## src/rtl/i2c_slave_regs.sv

```systemverilog
// rtl/i2c_slave_regs.sv - I2C target exposing an 8 x 8-bit register file
module i2c_slave_regs #(
  parameter logic [6:0] ADDRESS   = 7'h1A,
  parameter logic [7:0] RESET_VAL = 8'h00
) (
  input  logic        clock,
  input  logic        reset,
  input  logic        sclIn,
  input  logic        sdaIn,
  output logic        sdaOut,
  output logic [63:0] regs,
  output logic        wrStrobe,
  output logic [2:0]  wrIndex,
  output logic        busy
);
  typedef enum logic [2:0] {IDLE, ADDR, PTR, WDATA, TX, WAIT_STOP} state_t;

  state_t     state;
  logic       scl_s1, scl_s2, scl_d;
  logic       sda_s1, sda_s2, sda_d;
  logic [3:0] bit_cnt;
  logic       ack_slot;
  logic       rw;
  logic [7:0] shift;
  logic [2:0] ptr;

  logic       scl_rise, scl_fall, start, stop, active;
  logic [7:0] rx_byte, cur_reg;

  assign scl_rise = scl_s2 & ~scl_d;
  assign scl_fall = ~scl_s2 & scl_d;
  assign start    = scl_s2 & scl_d & sda_d & ~sda_s2;
  assign stop     = scl_s2 & scl_d & ~sda_d & sda_s2;
  assign active   = (state == ADDR) || (state == PTR) || (state == WDATA) || (state == TX);
  assign rx_byte  = {shift[6:0], sda_s2};
  assign cur_reg  = regs[{ptr, 3'b000} +: 8];

  always_ff @(posedge clock or negedge reset) begin
    if (!reset) begin
      scl_s1   <= 1'b1;
      scl_s2   <= 1'b1;
      scl_d    <= 1'b1;
      sda_s1   <= 1'b1;
      sda_s2   <= 1'b1;
      sda_d    <= 1'b1;
      state    <= IDLE;
      sdaOut   <= 1'b1;
      busy     <= 1'b0;
      wrStrobe <= 1'b0;
      wrIndex  <= 3'd0;
      ptr      <= 3'd0;
      regs     <= {8{RESET_VAL}};
      bit_cnt  <= 4'd0;
      ack_slot <= 1'b0;
      rw       <= 1'b0;
      shift    <= 8'h00;
    end else begin
      scl_s1   <= sclIn;
      scl_s2   <= scl_s1;
      scl_d    <= scl_s2;
      sda_s1   <= sdaIn;
      sda_s2   <= sda_s1;
      sda_d    <= sda_s2;
      wrStrobe <= 1'b0;

      if (start) begin
        state    <= ADDR;
        bit_cnt  <= 4'd0;
        ack_slot <= 1'b0;
        sdaOut   <= 1'b1;
        busy     <= 1'b0;
      end else if (stop) begin
        state    <= IDLE;
        bit_cnt  <= 4'd0;
        ack_slot <= 1'b0;
        sdaOut   <= 1'b1;
        busy     <= 1'b0;
      end else if (scl_rise && active) begin
        if (bit_cnt < 4'd8) begin
          // The transmit shifter is advanced on SCL falls, not here
          if (state != TX) shift <= rx_byte;
          bit_cnt <= bit_cnt + 4'd1;
          if (bit_cnt == 4'd7) begin
            case (state)
              ADDR: begin
                if (rx_byte[7:1] == ADDRESS) begin
                  rw   <= rx_byte[0];
                  busy <= 1'b1;
                end else begin
                  state <= WAIT_STOP;
                end
              end
              PTR: ptr <= rx_byte[2:0];
              WDATA: begin
                regs[{ptr, 3'b000} +: 8] <= rx_byte;
                wrStrobe <= 1'b1;
                wrIndex  <= ptr;
                ptr      <= ptr + 3'd1;
              end
              default: ;
            endcase
          end
        end else if (ack_slot && state == TX) begin
          if (sda_s2) state <= WAIT_STOP;
          else        ptr   <= ptr + 3'd1;
        end
      end else if (scl_fall && active) begin
        if (ack_slot) begin
          ack_slot <= 1'b0;
          bit_cnt  <= 4'd0;
          sdaOut   <= 1'b1;
          case (state)
            ADDR: begin
              if (rw) begin
                state  <= TX;
                sdaOut <= cur_reg[7];
                shift  <= {cur_reg[6:0], 1'b0};
              end else begin
                state <= PTR;
              end
            end
            PTR: state <= WDATA;
            TX: begin
              sdaOut <= cur_reg[7];
              shift  <= {cur_reg[6:0], 1'b0};
            end
            default: ;
          endcase
        end else if (bit_cnt == 4'd8) begin
          // Ninth clock: we ACK received bytes, but release SDA for the master's ACK in TX
          ack_slot <= 1'b1;
          sdaOut   <= (state == TX);
        end else if (state == TX && bit_cnt != 4'd0) begin
          sdaOut <= shift[7];
          shift  <= {shift[6:0], 1'b0};
        end
      end
    end
  end
endmodule

```

## config.mk

```make
export PLATFORM = sky130hd
export DESIGN_NAME = i2c_slave_regs
export DESIGN_NICKNAME = d
export VERILOG_FILES = /design/src/rtl/i2c_slave_regs.sv
export SDC_FILE = /design/constraint.sdc
export NUM_CORES = 1
export LEC_CHECK = 0
export ABC_AREA = 0
export CAP_MARGIN = 20
export CORE_UTILIZATION = 49
export CTS_CLUSTER_SIZE = 14
export DETAILED_ROUTE_END_ITERATION = 7
export HOLD_SLACK_MARGIN = 0.15
export PLACE_DENSITY = 0.76
export SLEW_MARGIN = 10
export SYNTH_ARGS = -nofsm -noshare
export SYNTH_HDL_FRONTEND = slang
export SYNTH_SLANG_ARGS = --single-unit
```

## constraint.sdc

```tcl
create_clock -name clock -period 2.3 [get_ports clock]
set_input_delay 0.46 -clock clock [delete_from_list [all_inputs] [get_ports clock]]
set_output_delay 0.46 -clock clock [all_outputs]
set_load 0.05 [all_outputs]
```

Word-level counts from Yosys, hierarchy flattened
Index checks and enable logic that the tools add are counted.

Register bits after elaboration: 96. Word-level logic and storage cells: 152. Output and inout bits: 70.

$lt $le $gt $ge: 1. $add $sub $neg: 3. Bitwise logic cells: 13. Eq/ne operators: 23. Mux-type cells: 62. Shift-type cells: 3. Reductions and logical operators: 30.

Operator list (count): 64-bit bitwise mux (1); 8-bit two-way mux (8); 8-bit by 8-bit variable shift with 64-bit output (first input constant) (1); 64-bit by 7-bit variable part select with 8-bit output (1); 8-bit by 8-bit variable part select with 64-bit output (1); 3-bit two-way mux (16); 1-bit two-way mux (27); 4-bit two-way mux (6); 3-bit nonzero test (7); 8-bit one-hot mux with 2 select lines (1); 7-bit AND reduction (2); 3-bit inequality test (second input constant) (4); 3-bit one-hot mux with 2 select lines (2); 4-bit nonzero test (3); 5-bit by 4-bit inequality test with 1-bit output (second input constant) (2); 5-bit inequality test (second input constant) (2); 5-bit nonzero test (2); 9-bit AND reduction (1); 2-bit by 1-bit inequality test with 1-bit output (second input constant) (4); 4-bit by 3-bit inequality test with 1-bit output (second input constant) (2); 6-bit negation with 8-bit output (1); 8-bit AND reduction (1); 1-bit bitwise AND (7); 7-bit by 5-bit == test with 1-bit output (second input constant) (1); other kinds (19) (32).

Depth between registers and ports, before layout
Gate-level depths: netlist of run 1.

Word-level depth: 9. Mapped depth: 10. Depth with buffers taken out: 7.

Worst setup path after synthesis of run 1
OpenSTA, ideal clock, no wires.

Path kind: register -> register. Start point: register ptr[1]. End point: register regs[32]. Library setup time: 125 ps. Buffers on the path: 3. Path slack: -219 ps. Arrival: 2394 ps. Stages on the path, launching flop included: 11. Cell sequence: dfrtp_1 > buf_2 > buf_1 > inv_1 > ha_1 > ha_1 > nand2b_1 > nor4_1 > and2_1 > buf_2 > mux2_2.

Longest elaborated chain between the ends: 3.

RTL lines: start, declared (RTL line 25) `logic [2:0] ptr;`; start signal, assigned (RTL line 93) `PTR: ptr <= rx_byte[2:0];`; start signal, assigned (RTL line 98) `ptr <= ptr + 3'd1;`; start signal, assigned (RTL line 105) `else ptr <= ptr + 3'd1;`; 6-bit negation with 8-bit output (*) (RTL line 95) `regs[{ptr, 3'b000} +: 8] <= rx_byte;`; 8-bit by 8-bit variable part select with 64-bit output or 8-bit by 8-bit variable shift with 64-bit output (tied branches) (RTL line 95); 64-bit bitwise mux (*) (RTL line 95); end signal, assigned (RTL line 52) `regs <= {8{RESET_VAL}};`; end signal, assigned by index (RTL line 95); end, declared (RTL line 11) `output logic [63:0] regs,`.

Mark *: on every way between the ends. The rest lies on a longest branch, timed or not. A chain may end at the register's enable or synchronous reset.

Worst setup path in the final report of run 1
Start point: register state[0]. End point: register shift[7].

Longest elaborated chain between the ends: 7.

RTL lines: start, declared (RTL line 18) `state_t state;`; start signal, assigned (RTL line 46) `state <= IDLE;`; start signal, assigned (RTL line 67) `state <= ADDR;`; start signal, assigned (RTL line 73) `state <= IDLE;`; 3-bit by 1-bit == test with 1-bit output or 3-bit by 2-bit == test with 1-bit output (tied branches) (RTL line 34, 112); 1-bit logical OR (3 in a row) (RTL line 34) `assign active = (state == ADDR) || (state == PTR) || (state == WDATA) || (state == TX);`; 1-bit logical AND, on equally long branches (RTL line 78, 107); 4-bit by 1-bit inequality test with 1-bit output (no line) (tied with other cells); 9-bit AND reduction (no line); end signal, assigned (RTL line 81) `if (state != TX) shift <= rx_byte;`; end signal, assigned (RTL line 117) `shift <= {cur_reg[6:0], 1'b0};`; end signal, assigned (RTL line 125) `shift <= {cur_reg[6:0], 1'b0};`; end, declared (RTL line 24) `logic [7:0] shift;`.

Parallel ways exist; a longest one is shown, timed or not. The select of a mux whose other input is x is not followed.

==> results.yml, run 1 <==
run_status:
  status: "complete, no violations"
cells_and_area:
  utilization: 0.645
  layout.nets: 511
  diodes: 0
  final_cell_mix: "88 x dfrtp_1, 72 x clkdlybuf4s50_1, 70 x mux2_2"
  instances_no_fill: 636
  post_route_cells_drive_above_1_share: 0.338
  final_common_cell: "dfrtp_1"
  fillerInstances: 782
  area_growth_syn_to_layout_pct: 26.5
grt:
  antenna_found_initial: 0
  grt_pass1_vias: 3796
  grt_usage: 0.254
  grt_overflow: 0
  grt_max_degree: 51
  grt_pass1_wl_um: 19900
sta:
  relSlewSlack: 0.628
  setup_viol: 0
  fin_crit_sh: 0.951
  maxSlewViolCount: 0
  worst_slew_pin_slew_ns: 0.558
  setup_ws_ns: 0.113
  rsz0062_at_grt: "false"
  min_period_ns: 2.19
  finClkSkew_ns: 0.0165
  hold_viol: 0
  fin_tns_setup_ns: 0
  fmax_ghz: 0.457
floorplanning:
  die-area_sq_um: 10600
  core-area_sq_um: 9820
  start_util: 0.510
  die_h_um: 103
  rows: 36
  boundaryPins: 74
  fp.dieW_um: 103
pwr:
  cellPowerDensity_nw_per_um2: 639
  ir_worst_vdd_uv: 368
  power.total_mw: 4.04
  p_leak_nw: 2.86
routing:
  routed_wl_um: 12600
  drtIter0Drc: 166
  routed_via_density: 5.69
  firstDrtPassIters: 4
  wl_per_cell_um: 19.8
  ant_nets: 0
  drc: 0
  num_vias: 3617
clocking:
  root_buffer: "clkbuf_8"
  cts_max_path_buffers: 2
  cts-htree-levels: 3
  insertion_delay_ns: 0.36
  cts_tree: "done"
  clk_pin_slew_ns: 0.10
  clkSinkCount: 96
  numCtsBuffers: 9
job:
  maxCapViolCount: 0
yosys:
  synth.area.mux_share: 0.273
  syn_area_per_cell_sq_um: 12.5
  async_flop_share: 1.00
  synth_top_area_cell: "dfrtp_1"
  synthAdderAreaFrac: 0.0200
  syn_inst: 400
  synth-simple-area-share: 0.131
  syn-cell-area_sq_um: 5000
  synth_cell_types: 52
  yosysTopAreaCellShare: 0.445
  synth_edf_count: 0
  ys_ff_latch: 96
  synth_xor_area_frac: 0.00350
  synth-main-ff-cell: "dfrtp_1"
  ys_seq_area_frac: 0.482
  synth-compound-area-share: 0.0588
  synthTopCellsByArea: "dfrtp_1 45%, mux2_2 16%, mux4_2 7.2%"
  synth_top_family_by_area: "multiplexers"
  syn-num-nets: 412
  ys_warn_count: 0
worst_setup_path:
  crit_path_end_kind: "flip-flop"
  critPathKind: "reg -> reg"
  crit_required_ns: 2.55
  start_kind: "flip-flop"
  crit_chain: "or3b_1 > o22ai_1 > a21oi_1 > a21boi_4 > mux2_4"
  cp_max_fo: 13
  critPathTopFamily: "compound AO/OA/AOI/OAI gates"
  max_stage_delay_ns: 0.60
  worstSetupStartpoint: "state[0]"
  rr_startpoint: "state[0]"
  crit_slowest_cell: "dfrtp_1"
  critPathBufInv: 0
  crit_arrival_ns: 2.44
min_path:
  hp-class: "reg -> reg"
  hold_start: "sda_s1"
placement:
  io_buffers: 73
  gp_congestion: 0.895
  hpwl_um: 9050
  dpl.cell_count: 617
  dp_slack_ns: -0.0217
[cells in the mapped netlist, drive strengths merged (3+ instances only)]
| master | instances |
|---|---|
| o22ai | 3 |
| nand2 | 20 |
| and3 | 6 |
| nor2 | 31 |
| mux2 | 77 |
| ha | 8 |
| a211o | 3 |
| mux4 | 16 |
| and2 | 13 |
| mux2i | 11 |
| nor3b | 3 |
| dfrtp | 89 |
| o21ai | 17 |
| a21oi | 7 |
| nand3b | 3 |
| dfstp | 7 |
| nand3 | 3 |
| buf | 20 |
| nor3 | 7 |
| nor2b | 6 |
| inv | 10 |
| nand2b | 8 |
| clkbuf | 4 |
[flip-flops by register name, indices dropped and copies added (netlist names)]
signal    flops
ack_slot      1
scl_s1        1
scl_d         1
wrIndex       3
wrStrobe      1
sda_s1        1
scl_s2        1
busy          1
sda_s2        1
bit_cnt       4
rw            1
ptr           3
sdaOut        1
state         3
sda_d         1
regs         64
shift         8
[metrics by stage]
step	hold slack, ns	instance area, sq um
2_1_floorplan	0.164	5010
3_3_place_gp	0.338	6110
3_5_place_dp	0.342	6110
4_1_cts	0.354	6300
5_1_grt	0.352	6330
6_report	0.348	6330
[report_power, final]
group	switching (mW)	total (mW)	internal, mW
clock network	0.605	1.03	0.425
registers	0.234	2.05	1.82
logic	0.490	0.964	0.474
[repair_timing]
item,in CTS,in global routing
gates resized for setup,1,2
cloned,0,0
pin swaps,0,1
setup buffers,0,3
endpoints found under the setup margin,2,22
hold buffers,1,0
endpoints found under the hold margin,13,0
[worst paths after layout]
kind / endpoint / slack, ns / cells after the start
worst max register to register: shift[7] / 0.11 / 5
worst min register to register: sda_s2 / 0.35 / 0
worst max-delay path: shift[7] / 0.11 / 5
worst min-delay path: sda_s2 / 0.35 / 0
max in group asynchronous: regs[3] / 1.12 / 3
min in group asynchronous: bit_cnt[2] / 0.49 / 2
[cell families (layout without fill, tap and decap cells)]
group	count (synthesis)	after routing
AOI/OAI and AO/OA	43	43
xor gates and xnor gates	2	2
adders and majority gates	8	8
buffers and inverters	34	137
DFF	96	96
muxes	104	104
and+or+nand+nor	113	113
[layer usage]
| metal | global-route usage | wire [um] | part of all wire | vias to the layer above |
|---|---|---|---|---|
| met5 | 0 | 0 | 0 | - |
| met4 | 0.0953 | 295 | 0.023 | 0 |
| met2 | 0.432 | 6280 | 0.50 | 92 |
| met1 | 0.329 | 5610 | 0.44 | 1869 |
| met3 | 0.0414 | 435 | 0.034 | 22 |
| li1 | - | - | - | 1634 |
[layout make-up]
class	instances	area, sq um	area share
well taps	133	166	0.0263
inverters	10	37.5	0.00593
repair buffers	112	1100	0.174
clock buffers	10	138	0.0217
multi-input cells	270	2440	0.385
flip-flops and latches	96	2410	0.381
clock inverters	5	41.3	0.00652
Power figures use the tool's default switching activity.
==> inputs of run 2 (changes only) <==
--- a/config.mk
+++ b/config.mk
@@ -7,11 +7,11 @@
 export LEC_CHECK = 0
 export ABC_AREA = 0
 export CAP_MARGIN = 20
-export CORE_UTILIZATION = 49
+export CORE_UTILIZATION = 59
 export CTS_CLUSTER_SIZE = 14
 export DETAILED_ROUTE_END_ITERATION = 7
 export HOLD_SLACK_MARGIN = 0.15
-export PLACE_DENSITY = 0.76
+export PLACE_DENSITY = 0.86
 export SLEW_MARGIN = 10
 export SYNTH_ARGS = -nofsm -noshare
 export SYNTH_HDL_FRONTEND = slang
==> constraint.sdc (replaced) <==
create_clock -name clock -period 2.6 [get_ports clock]
set_input_delay 0.52 -clock clock [delete_from_list [all_inputs] [get_ports clock]]
set_output_delay 0.52 -clock clock [all_outputs]
set_load 0.05 [all_outputs]
==> run 2 against run 1 <==
Compared with the run above: fmax shrank 4.9%; non-clock buffer count shrank 16; worst hold slack gained 0.012 ns; flip-flop and latch count is the same; die area shrank 17%; sequential share of layout area grew 1.1 points; clock skew grew 0.0024 ns; power shrank 8.7%; cell count shrank 6.8%; largest cell class unchanged; highest routed layer unchanged.
==> results.yml, run 2 (synthesis gave the netlist of run 1 again) <==
routing:
  wl_per_cell_um: 22.3
  firstDrtPassIters: 5
  num_vias: 3711
  routed_via_density: 6.26
  ant_nets: 0
  drc: 0
  routed_wl_um: 13200
  drtIter0Drc: 310
sta:
  hold_viol: 0
  relSlewSlack: 0.615
  rsz0062_at_grt: "false"
  worst_slew_pin_slew_ns: 0.577
  maxSlewViolCount: 0
  min_period_ns: 2.30
  setup_viol: 0
  fin_tns_setup_ns: 0
  fmax_ghz: 0.435
  finClkSkew_ns: 0.0189
  setup_ws_ns: 0.301
  hold_ws_ns: 0.360
  fin_crit_sh: 0.884
clocking:
  insertion_delay_ns: 0.38
  cts_tree: "done"
  clkSinkCount: 96
  root_buffer: "clkbuf_8"
  numCtsBuffers: 9
  cts_max_path_buffers: 2
  cts_resized: 0
  postCtsSetupRepairBufs: 0
  cts-htree-levels: 3
  clk_pin_slew_ns: 0.10
cells_and_area:
  diodes: 0
  regMostFlops: "regs"
  largest_registers: "regs: 64 flops, shift: 8 flops, bit_cnt: 4 flops"
  post_route_cells_drive_above_1_share: 0.311
  largest_reg_flops: 64
  final_cell_mix: "89 x dfrtp_1, 72 x clkdlybuf4s50_1, 70 x mux2_2"
  stdcell_area_sq_um: 6150
  area_growth_syn_to_layout_pct: 22.9
  fillerInstances: 534
  layout.nets: 495
  final_common_cell: "dfrtp_1"
floorplanning:
  die-area_sq_um: 8850
  die_h_um: 94.1
  core-area_sq_um: 8220
  boundaryPins: 74
  start_util: 0.609
  fp.dieW_um: 94.1
  rows: 33
pwr:
  power.total_mw: 3.69
  p_leak_nw: 2.79
  cellPowerDensity_nw_per_um2: 600
  ir_worst_vdd_uv: 323
worst_setup_path:
  ff2ff_setup_slack_ns: 0.30
  start_kind: "flip-flop"
  cp_max_fo: 7
  r2r_cells: 7
  crit_path_end_kind: "flip-flop"
  critPathKind: "reg -> reg"
  crit_required_ns: 2.86
  crit_arrival_ns: 2.56
grt:
  grt_pass1_vias: 3563
  grt_pass1_wl_um: 20200
  antenna_found_initial: 0
  grt_overflow: 0
  grt_max_degree: 64
  grt_usage: 0.315
min_path:
  worstHoldPathCells: 0
  hp-class: "reg -> reg"
placement:
  dp_slack_ns: 0.334
  io_buffers: 73
  placed_cell_area_sq_um: 5910
  gp_congestion: 0.910
  hpwl_um: 9230
run_status:
  status: "complete, no violations"
job:
  maxCapViolCount: 0
run 2: cell types whose count changed in the layout (fill, tap and decap cells not counted), moves of 2 or more:
cell	previous run	this run
buf_12	6	1
buf_4	33	22
inv_8	0	2
clkinv_8	0	2
clkinvlp_4	2	0
run 2: what timing repair did:
action,4_1_cts,5_1_grt
setup endpoints to repair,0,0
endpoints found under the hold margin,31,0
hold buffers,1,0
run 2: stage by stage:
stage	std cells	util
after floorplan	400	-
after global placement	576	0.720
after detailed placement	576	0.720
after CTS	593	0.749
after global routing	593	0.749
final	593	0.749
run 2: worst max-delay path, cell delays in order, from the launching register on:
cell and delay [ns]:
dfstp_2 0.62, nand2b_1 0.17, buf_4 0.20, nor4_1 0.29, buf_4 0.19, a211o_1 0.12
a21boi_2 0.24, mux2_2 0.35
run 2: final timing paths:
path,end,from
min in group asynchronous,regs[62],reset
setup reg to reg,state[0],scl_s2
max in group asynchronous,scl_s2,reset
hold / removal,sda_s2,sda_s1
setup / recovery,state[0],scl_s2
hold reg to reg,sda_s2,sda_s1
run 2: area by class of cell:
class / instances / area, sq um / area share
Sequential cell: 96 / 2410 / 0.392
Multi-Input combinational cell: 270 / 2430 / 0.395
Clock inverter: 7 / 103 / 0.0167
Inverter: 10 / 37.5 / 0.00610
Tap cell: 105 / 131 / 0.0214
Timing Repair Buffer: 96 / 916 / 0.149
Clock buffer: 9 / 124 / 0.0201
run 2: report_power, final:
part,internal (mW),leakage (nW),switching (mW),total (mW)
Sequential,1.61,1.30,0.194,1.80
Clock,0.477,0.113,0.596,1.07
Combinational,0.379,1.38,0.441,0.819
run 2: layer usage:
| metal | share of wire | global-route usage | vias up |
|---|---|---|---|
| met1 | 0.43 | 0.452 | 1876 |
| met3 | 0.072 | 0.0469 | 35 |
| met2 | 0.48 | 0.496 | 194 |
| met4 | 0.022 | 0.0974 | 0 |
| li1 | - | - | 1606 |
| met5 | 0 | 0 | - |
